==> src/rtl/mem_port_arbiter_pkg.sv <==
// Shared types and constants for the memory port arbiter.
package mem_port_arbiter_pkg;

  typedef enum logic [1:0] {
    IDLE    = 2'b00,
    GNT_CPU = 2'b01,
    GNT_IO  = 2'b10
  } state_t;

  localparam logic OWN_CPU = 1'b0;
  localparam logic OWN_IO  = 1'b1;

  localparam int unsigned DEFAULT_MAX_WAIT = 4;
  localparam int unsigned WAIT_W           = 4;

endpackage

==> src/rtl/mem_port_arbiter_starve_counter.sv <==
// Saturating count of consecutive denied IO cycles; clear wins over increment.
module starve_counter
  import mem_port_arbiter_pkg::*;
#(
  parameter int unsigned MAX_WAIT = DEFAULT_MAX_WAIT
) (
  input  logic              clk,
  input  logic              reset,
  input  logic              inc,
  input  logic              clr,
  output logic [WAIT_W-1:0] count,
  output logic              limit_hit
);

  localparam logic [WAIT_W-1:0] LIMIT = WAIT_W'(MAX_WAIT);

  assign limit_hit = (count == LIMIT);

  always_ff @(posedge clk or negedge reset) begin
    if (!reset) begin
      count <= '0;
    end else if (clr) begin
      count <= '0;
    end else if (inc && !limit_hit) begin
      count <= count + 1'b1;
    end
  end

endmodule

==> src/rtl/mem_port_arbiter.sv <==
// Two-way registered arbiter for a single-port synchronous RAM: CPU priority,
// IO anti-starvation, one access per cycle, read data steered back with a strobe.
module mem_port_arbiter
  import mem_port_arbiter_pkg::*;
#(
  parameter int unsigned ADDR_W   = 16,
  parameter int unsigned DATA_W   = 16,
  parameter int unsigned MAX_WAIT = DEFAULT_MAX_WAIT
) (
  input  logic              clk,
  input  logic              reset,
  input  logic              cpu_req,
  input  logic              cpu_we,
  input  logic [ADDR_W-1:0] cpu_addr,
  input  logic [DATA_W-1:0] cpu_wdata,
  output logic              cpu_gnt,
  output logic              cpu_rvalid,
  output logic [DATA_W-1:0] cpu_rdata,
  input  logic              io_req,
  input  logic              io_we,
  input  logic [ADDR_W-1:0] io_addr,
  input  logic [DATA_W-1:0] io_wdata,
  output logic              io_gnt,
  output logic              io_rvalid,
  output logic [DATA_W-1:0] io_rdata,
  output logic [ADDR_W-1:0] mem_addr,
  output logic [DATA_W-1:0] mem_wdata,
  output logic              mem_we,
  input  logic [DATA_W-1:0] mem_rdata
);

  state_t            state, next_state;
  logic              m_cpu, m_io;
  logic              wait_inc, wait_clr, limit_hit;
  logic [WAIT_W-1:0] wait_cnt;
  logic              rd_pend, rd_owner;
  logic [DATA_W-1:0] cpu_rdata_q, io_rdata_q;

  assign cpu_gnt = (state == GNT_CPU);
  assign io_gnt  = (state == GNT_IO);

  // A requester is ignored during its own grant cycle.
  assign m_cpu = cpu_req & ~cpu_gnt;
  assign m_io  = io_req  & ~io_gnt;

  always_comb begin
    next_state = IDLE;
    if (m_io && limit_hit) begin
      next_state = GNT_IO;
    end else if (m_cpu) begin
      next_state = GNT_CPU;
    end else if (m_io) begin
      next_state = GNT_IO;
    end
    wait_clr = !io_req || (next_state == GNT_IO);
    wait_inc = m_io && (next_state != GNT_IO);
  end

  starve_counter #(.MAX_WAIT(MAX_WAIT)) u_starve (
    .clk       (clk),
    .reset     (reset),
    .inc       (wait_inc),
    .clr       (wait_clr),
    .count     (wait_cnt),
    .limit_hit (limit_hit)
  );

  always_ff @(posedge clk or negedge reset) begin
    if (!reset) begin
      state     <= IDLE;
      mem_addr  <= '0;
      mem_wdata <= '0;
      mem_we    <= 1'b0;
    end else begin
      state <= next_state;
      unique case (next_state)
        GNT_CPU: begin
          mem_addr  <= cpu_addr;
          mem_wdata <= cpu_wdata;
          mem_we    <= cpu_we;
        end
        GNT_IO: begin
          mem_addr  <= io_addr;
          mem_wdata <= io_wdata;
          mem_we    <= io_we;
        end
        default: mem_we <= 1'b0;
      endcase
    end
  end

  // RAM data appears the cycle after the grant; the strobe is registered and
  // the data passes through, with a holding copy for the idle cycles.
  always_ff @(posedge clk or negedge reset) begin
    if (!reset) begin
      rd_pend     <= 1'b0;
      rd_owner    <= OWN_CPU;
      cpu_rdata_q <= '0;
      io_rdata_q  <= '0;
    end else begin
      rd_pend  <= (cpu_gnt || io_gnt) && !mem_we;
      rd_owner <= io_gnt ? OWN_IO : OWN_CPU;
      if (cpu_rvalid) cpu_rdata_q <= mem_rdata;
      if (io_rvalid)  io_rdata_q  <= mem_rdata;
    end
  end

  assign cpu_rvalid = rd_pend && (rd_owner == OWN_CPU);
  assign io_rvalid  = rd_pend && (rd_owner == OWN_IO);
  assign cpu_rdata  = cpu_rvalid ? mem_rdata : cpu_rdata_q;
  assign io_rdata   = io_rvalid  ? mem_rdata : io_rdata_q;

endmodule

==> config.mk <==
export PLATFORM = sky130hd
export DESIGN_NAME = mem_port_arbiter
export DESIGN_NICKNAME = d
export VERILOG_FILES = /design/src/rtl/mem_port_arbiter_pkg.sv /design/src/rtl/mem_port_arbiter_starve_counter.sv /design/src/rtl/mem_port_arbiter.sv
export SDC_FILE = /design/constraint.sdc
export NUM_CORES = 1
export LEC_CHECK = 0
export CAP_MARGIN = 10
export CORE_UTILIZATION = 43
export DETAILED_ROUTE_END_ITERATION = 12
export PLACE_DENSITY_LB_ADDON = 0.1
export SYNTH_ARGS = -nofsm -noshare
export SYNTH_HDL_FRONTEND = slang
export SYNTH_SLANG_ARGS = --single-unit
==> constraint.sdc <==
create_clock -name clk -period 4.8 [get_ports clk]
set_input_delay 0.48 -clock clk [delete_from_list [all_inputs] [get_ports clk]]
set_output_delay 0.48 -clock clk [all_outputs]
set_load 0.01 [all_outputs]
==> run metrics, run 1 <==
Num CTS Buffers=9; First-pass DRT Iterations=4; CP arrival=around 2.8 ns; Post-CTS Setup Inserts=0; die area=between 7000 and 8000 µm²; Cells after DPL=between 400 and 500; root buf cell=clkbuf_8; # DRC=0; CP max stage cell=ha_2; Worst setup EP type=register; HP Class=input port to async pin; Vias/cell=approximately 4.8; crit share post-route=55.2%; Initial Utilization=a little under half; reg-to-reg critical path startpoint=u_starve.count[0]; Setup WS post-layout=approximately 2.1 ns; number of hold buffers added after cts=0; FF+latch count, synth=between 70 and 80; R2R setup slack=~2.1 ns; Worst-Margin Slew=1.06 ns; Synth Cell Area=3130 µm²; vias in the first global route=around 2,500; Yosys cell types=23; Final min period=around 2.7 ns; Place WS=1.94 ns; clock tree sinks=73; Final nets=around 500; max-cap viol count=0; Ports=155; f_max=~0.38 GHz; crit start category=register; Layout area overhead=58.8%; run status=completed; antenna diode count=0; syn avg cell area=approximately 12 µm²; Avg WL per Cell=approximately 15 µm; Hold Vio Cnt, Final=0; Required @ worst endpoint=~5.0 ns; final WL=around 7600 µm; TritonCTS clock tree=yes; synth warn=0; VDD IR max=approximately 0.21 mV; clk_lat worst skew=roughly 0.34 ns; Resized Gates After CTS=0; Design Power=~2.4 mW; via count=about 2,400; CP max stage delay=a little under 0.9 ns; Core Region=6910 µm²; worst-path cell chain=inv_1 -> ha_1 -> and3b_1 -> o21ai_0 -> inv_1 -> ha_2 -> mux2i_1 -> o21ai_0; largest net degree at the start of global routing=74; Post-DP Area=roughly 4700 µm²; Remaining Overflow, GRT=0; Static Leak=2.08 nW; worst rel slew slack=just under 30%; Core Util, Final=about 72%; Syn Inst Count=~260; DR iter-0 viols=74; Pwr Density=approximately 480 nW/µm²; buffers and inverters on the worst path=2; Final Non-Filler Cells=between 500 and 600; routability cong.=between 0.7 and 0.8; DRT antenna net count=0; CP top delay family=adder cells; sum of negative setup slack=0 ns; Reg-to-Reg End=mem_addr[8]; Longest Clk Path Bufs=2; Total GRT Usage=between 20% and 30%; htree depth=3; reg2reg path depth=8; Final Max Slew Viols=0; initial antenna violation count=0; crit-path max FO=34; RSZ-0062 raised after global routing=false; share of layout cells above drive strength 1=12.9%; number of fill cells in the layout=530; die height=87.3 µm; sequential-to-total area share from yosys stat=58.4%; port buffer count=about 150; die width=87.3 µm; Final Skew=0.0103 ns; Crit Path Category=register to register; Row Count=30; Design Area, Final=around 5000 µm²; clock-pin slew on the worst setup and hold paths=around 0.08 ns; first-pass GRT wire length=between 10,000 and 15,000 µm; Setup violations, final=0; Final Hold Slack=around 0.26 ns; syn_nets=approximately 350; HPWL Detailed=5420 µm
-- routing by layer --
layer | vias to the layer above | track usage (%) | routed length [µm]
met2 | 96 | 35.8 | 3910
met1 | 1153 | 23.4 | 2920
met5 | - | 0 | 0
met3 | 7 | 7.68 | 660
met4 | 0 | 8.05 | 65
li1 | 1174 | - | -
-- layout make-up --
class | count | area, µm² | area share (%)
Tap cell | 96 | 120 | 2.42
Timing Repair Buffer | 155 | 1550 | 31.1
Sequential cell | 73 | 1830 | 36.8
Multi-Input combinational cell | 161 | 1200 | 24.1
Clock buffer | 10 | 138 | 2.77
Clock inverter | 6 | 113 | 2.27
Inverter | 7 | 26.3 | 0.529
-- kinds of logic (layout without fill, tap and decap cells) --
| family | after synthesis | count (layout) | synth area share (%) |
|---|---|---|---|
| flip-flops | 73 | 73 | 58.4 |
| multiplexers | 64 | 64 | 21.8 |
| AND/OR/NAND/NOR | 51 | 51 | 7.52 |
| AO/OA/AOI/OAI | 40 | 40 | 6.48 |
| buffers and inverters | 21 | 178 | 3.48 |
| adder cells (fa/ha/maj) | 6 | 6 | 2.40 |
-- report_power, final --
group,internal [mW],total [mW],switching [mW],leakage [nW]
clock,0.362,0.596,0.233,0.127
sequential,0.813,0.890,0.0764,0.883
combinational,0.549,0.918,0.369,1.07
-- layout by cell type, fill, tap and decap left out, drive strengths merged --
cell | netlist | layout
and3 | 1 | 1
clkdlybuf4s50 | 0 | 153
buf | 8 | 2
or3 | 2 | 2
nand3b | 2 | 2
ha | 6 | 6
inv | 7 | 9
dfrtp | 73 | 73
a22oi | 1 | 1
mux2i | 32 | 32
clkbuf | 6 | 10
nor2b | 3 | 3
o21ai | 35 | 35
nand2b | 3 | 3
a21oi | 4 | 4
clkinv | 0 | 1
mux2 | 32 | 32
nand4b | 1 | 1
bufinv | 0 | 3
nor3 | 1 | 1
and3b | 1 | 1
nand2 | 34 | 34
nor2 | 3 | 3
-- flip-flops by register name, summed over array words and instances (netlist names) --
| signal | count |
|---|---|
| io_rdata_q | 16 |
| rd_pend | 1 |
| cpu_rdata_q | 16 |
| mem_wdata | 16 |
| u_starve.count | 4 |
| rd_owner | 1 |
| mem_addr | 16 |
| mem_we | 1 |
| state | 2 |
-- how the worst max path moves through the flow --
stage,start,slack (ns),end,cells past startpoint
3_3_place_gp,io_req,2.04,mem_wdata[11],7
6_report,u_starve.count[0],2.15,mem_addr[8],8
3_5_place_dp,io_req,1.94,mem_addr[4],7
2_1_floorplan,u_starve.count[0],2.82,mem_we,10
4_1_cts,u_starve.count[0],2.10,mem_addr[8],8
5_1_grt,u_starve.count[0],1.89,mem_wdata[12],8
-- cell usage after synthesis --
| cell | count | area, µm² |
|---|---|---|
| a22oi_1 | 1 | 7.51 |
| clkbuf_1 | 6 | 22.5 |
| nand3b_1 | 2 | 15.0 |
| inv_1 | 7 | 26.3 |
| nand2_2 | 1 | 6.26 |
| nand4b_1 | 1 | 8.76 |
| buf_6 | 2 | 22.5 |
| buf_4 | 3 | 22.5 |
| mux2_2 | 32 | 360 |
| or3_1 | 2 | 12.5 |
| nor2_1 | 3 | 11.3 |
| a21oi_1 | 4 | 20.0 |
| buf_2 | 3 | 15.0 |
| ha_1 | 6 | 75.1 |
| nor2b_1 | 3 | 18.8 |
| nor3_1 | 1 | 5.00 |
| nand2_1 | 33 | 124 |
| and3_1 | 1 | 6.26 |
| nand2b_1 | 3 | 18.8 |
| and3b_1 | 1 | 8.76 |
| dfrtp_1 | 73 | 1830 |
| mux2i_1 | 32 | 320 |
| o21ai_0 | 35 | 175 |
Power figures use the tool's default switching activity.
==> run 2: changes to the inputs <==
--- a/config.mk
+++ b/config.mk
@@ -6,7 +6,7 @@
 export NUM_CORES = 1
 export LEC_CHECK = 0
 export CAP_MARGIN = 10
-export CORE_UTILIZATION = 43
+export CORE_UTILIZATION = 36
 export DETAILED_ROUTE_END_ITERATION = 12
 export PLACE_DENSITY_LB_ADDON = 0.1
 export SYNTH_ARGS = -nofsm -noshare
==> constraint.sdc (replaced) <==
create_clock -name clk -period 2.1 [get_ports clk]
set_input_delay 0.21 -clock clk [delete_from_list [all_inputs] [get_ports clk]]
set_output_delay 0.21 -clock clk [all_outputs]
set_load 0.01 [all_outputs]
==> run metrics, run 2 (same netlist as run 1, synthesis figures left out) <==
Required @ worst endpoint=1.89 ns (-3.07 ns); Final min period=2.01 ns; Core Region=8300 µm² (+20%); Layout area overhead=68.4%; Ports=155 (unchanged); Vias/cell=4.64 (-3.1%); Worst setup EP type=primary output; max-cap viol count=0 (unchanged); Final nets=520 (+4.2%); htree depth=3 (unchanged); crit-path max FO=14 (-59%); CP arrival=1.80 ns (-1.01 ns); Crit Path Category=register to primary output; VDD IR max=0.384 mV (+80%); reg2reg path depth=9 (+1); share of layout cells above drive strength 1=17.8% (+4.9 points); port buffer count=154 (unchanged); initial antenna violation count=0 (unchanged); final WL=7620 µm (+0.87%); DR iter-0 viols=57 (-23%); # DRC=0 (unchanged); most common cell after layout, fill and taps aside=clkdlybuf4s50_1; Num CTS Buffers=9 (unchanged); Final Max Slew Viols=0 (unchanged); die area=9070 µm² (+19%); root buf cell=clkbuf_8; routability cong.=0.756 (+4.3%); Hold Vio Cnt, Final=0 (unchanged); Final Skew=0.0116 ns (+0.00132 ns); crit share post-route=95.8%; DRT antenna net count=0 (unchanged); Pwr Density=1040 nW/µm² (+120%); TritonCTS clock tree=yes; largest net degree at the start of global routing=66 (-11%); number of fill cells in the layout=696 (+31%); die height=95.2 µm (+9.1%); Total GRT Usage=17.1% (-3.7 points); first-pass GRT wire length=11,700 µm (-2.0%); clock-pin slew on the worst setup and hold paths=0.08 ns (about the same); First-pass DRT Iterations=4 (unchanged); HPWL Detailed=5410 µm (-0.21%); clock tree sinks=73 (unchanged); Remaining Overflow, GRT=0 (unchanged); vias in the first global route=2,389 (-2.5%); die width=95.2 µm (+9.1%); Row Count=33 (+10%); f_max=~0.50 GHz; Setup violations, final=0 (unchanged); clk_lat worst skew=0.34 ns (about the same); Cells after DPL=509 (+3.5%); antenna diode count=0 (unchanged); Initial Utilization=37.7% (-7.6 points); Final Non-Filler Cells=538 (+5.9%); most frequent cells in the layout=clkdlybuf4s50_1, dfrtp_1, o21ai_0, nand2_1; run status=completed; Worst-Margin Slew=0.522 ns (-0.538 ns); Avg WL per Cell=14.2 µm (-4.8%); Longest Clk Path Bufs=2 (unchanged); HP Class=input port to async pin; via count=2,494 (+2.6%); Static Leak=2.37 nW (+14%); crit start category=register; Design Power=5.49 mW (+130%); worst rel slew slack=65.2% (+36 points)
[run 2: final cells by class]
type	instances	area (µm²)	share of cell area, %
timing repair buffer	176	1810	34.3
multi-input combinational	161	1230	23.3
clock inverter	6	115	2.18
inverter	7	26.3	0.499
sequential	73	1830	34.7
tap	105	131	2.49
clock buffer	10	138	2.61
[run 2: power breakdown]
part	internal, mW	switching [mW]	leakage (nW)
Combinational	1.24	0.858	1.37
Sequential	1.86	0.169	0.883
Clock	0.826	0.538	0.123
[run 2: stage by stage]
| stage | setup slack (ns) | hold slack (ns) | TNS (ns) | utilization (%) | cell area [µm²] |
|---|---|---|---|---|---|
| final | 0.0887 | 0.379 | 0 | 63.5 | 5270 |
| after global routing | -0.00113 | 0.423 | -0.00113 | 63.5 | 5270 |
| after CTS | 0.0155 | 0.388 | 0 | 61.7 | 5120 |
| after detailed placement | 0.0691 | 0.229 | 0 | 58.5 | 4850 |
| after global placement | 0.123 | 0.227 | 0 | 58.5 | 4850 |
| after floorplan | 0.121 | -0.0856 | 0 | - | 3130 |
[run 2: critical path: stages, from the launching register on]
cell           delay, ns
dfrtp_1             0.40
nor2b_2             0.16
buf_12              0.15
buf_4               0.12
mux2_2              0.33
dlygate4sd2_1       0.29
[run 2: what timing repair did]
action | CTS | global route
cloned | 0 | 1
hold buffers | 1 | 0
setup endpoints to repair | 16 | 56
resized for setup | 18 | 23
pin swaps | 0 | 0
buffers inserted | 3 | 8
endpoints found under the hold margin | 40 | 0
[run 2: per-layer routing]
| metal | vias up | track usage, % | part of all wire [%] |
|---|---|---|---|
| li1 | 1218 | - | - |
| met1 | 1166 | 21.3 | 41 |
| met2 | 105 | 26.0 | 48 |
| met3 | 5 | 8.45 | 11 |
| met4 | 0 | 5.30 | 0.83 |
| met5 | - | 0 | 0 |
[run 2: final timing paths]
path / endpoint / slack, ns / startpoint
worst max-delay path: cpu_rdata[7] / 0.09 / rd_owner
worst min register to register: rd_pend / 0.43 / mem_we
min in group clk: rd_pend / 0.43 / mem_we
worst max register to register: mem_addr[8] / 0.16 / u_starve.count[1]
worst min-delay path: io_rdata_q[5] / 0.38 / reset
max in group asynchronous: u_starve.count[2] / 1.05 / reset
==> run 3: changes to the inputs <==
--- a/config.mk
+++ b/config.mk
@@ -9,6 +9,7 @@
 export CORE_UTILIZATION = 36
 export DETAILED_ROUTE_END_ITERATION = 12
 export PLACE_DENSITY_LB_ADDON = 0.1
+export SLEW_MARGIN = 15
 export SYNTH_ARGS = -nofsm -noshare
 export SYNTH_HDL_FRONTEND = slang
 export SYNTH_SLANG_ARGS = --single-unit
==> results of run 3 <==
Same layout as run 2: the final DEF is identical, and so are final timing and power.
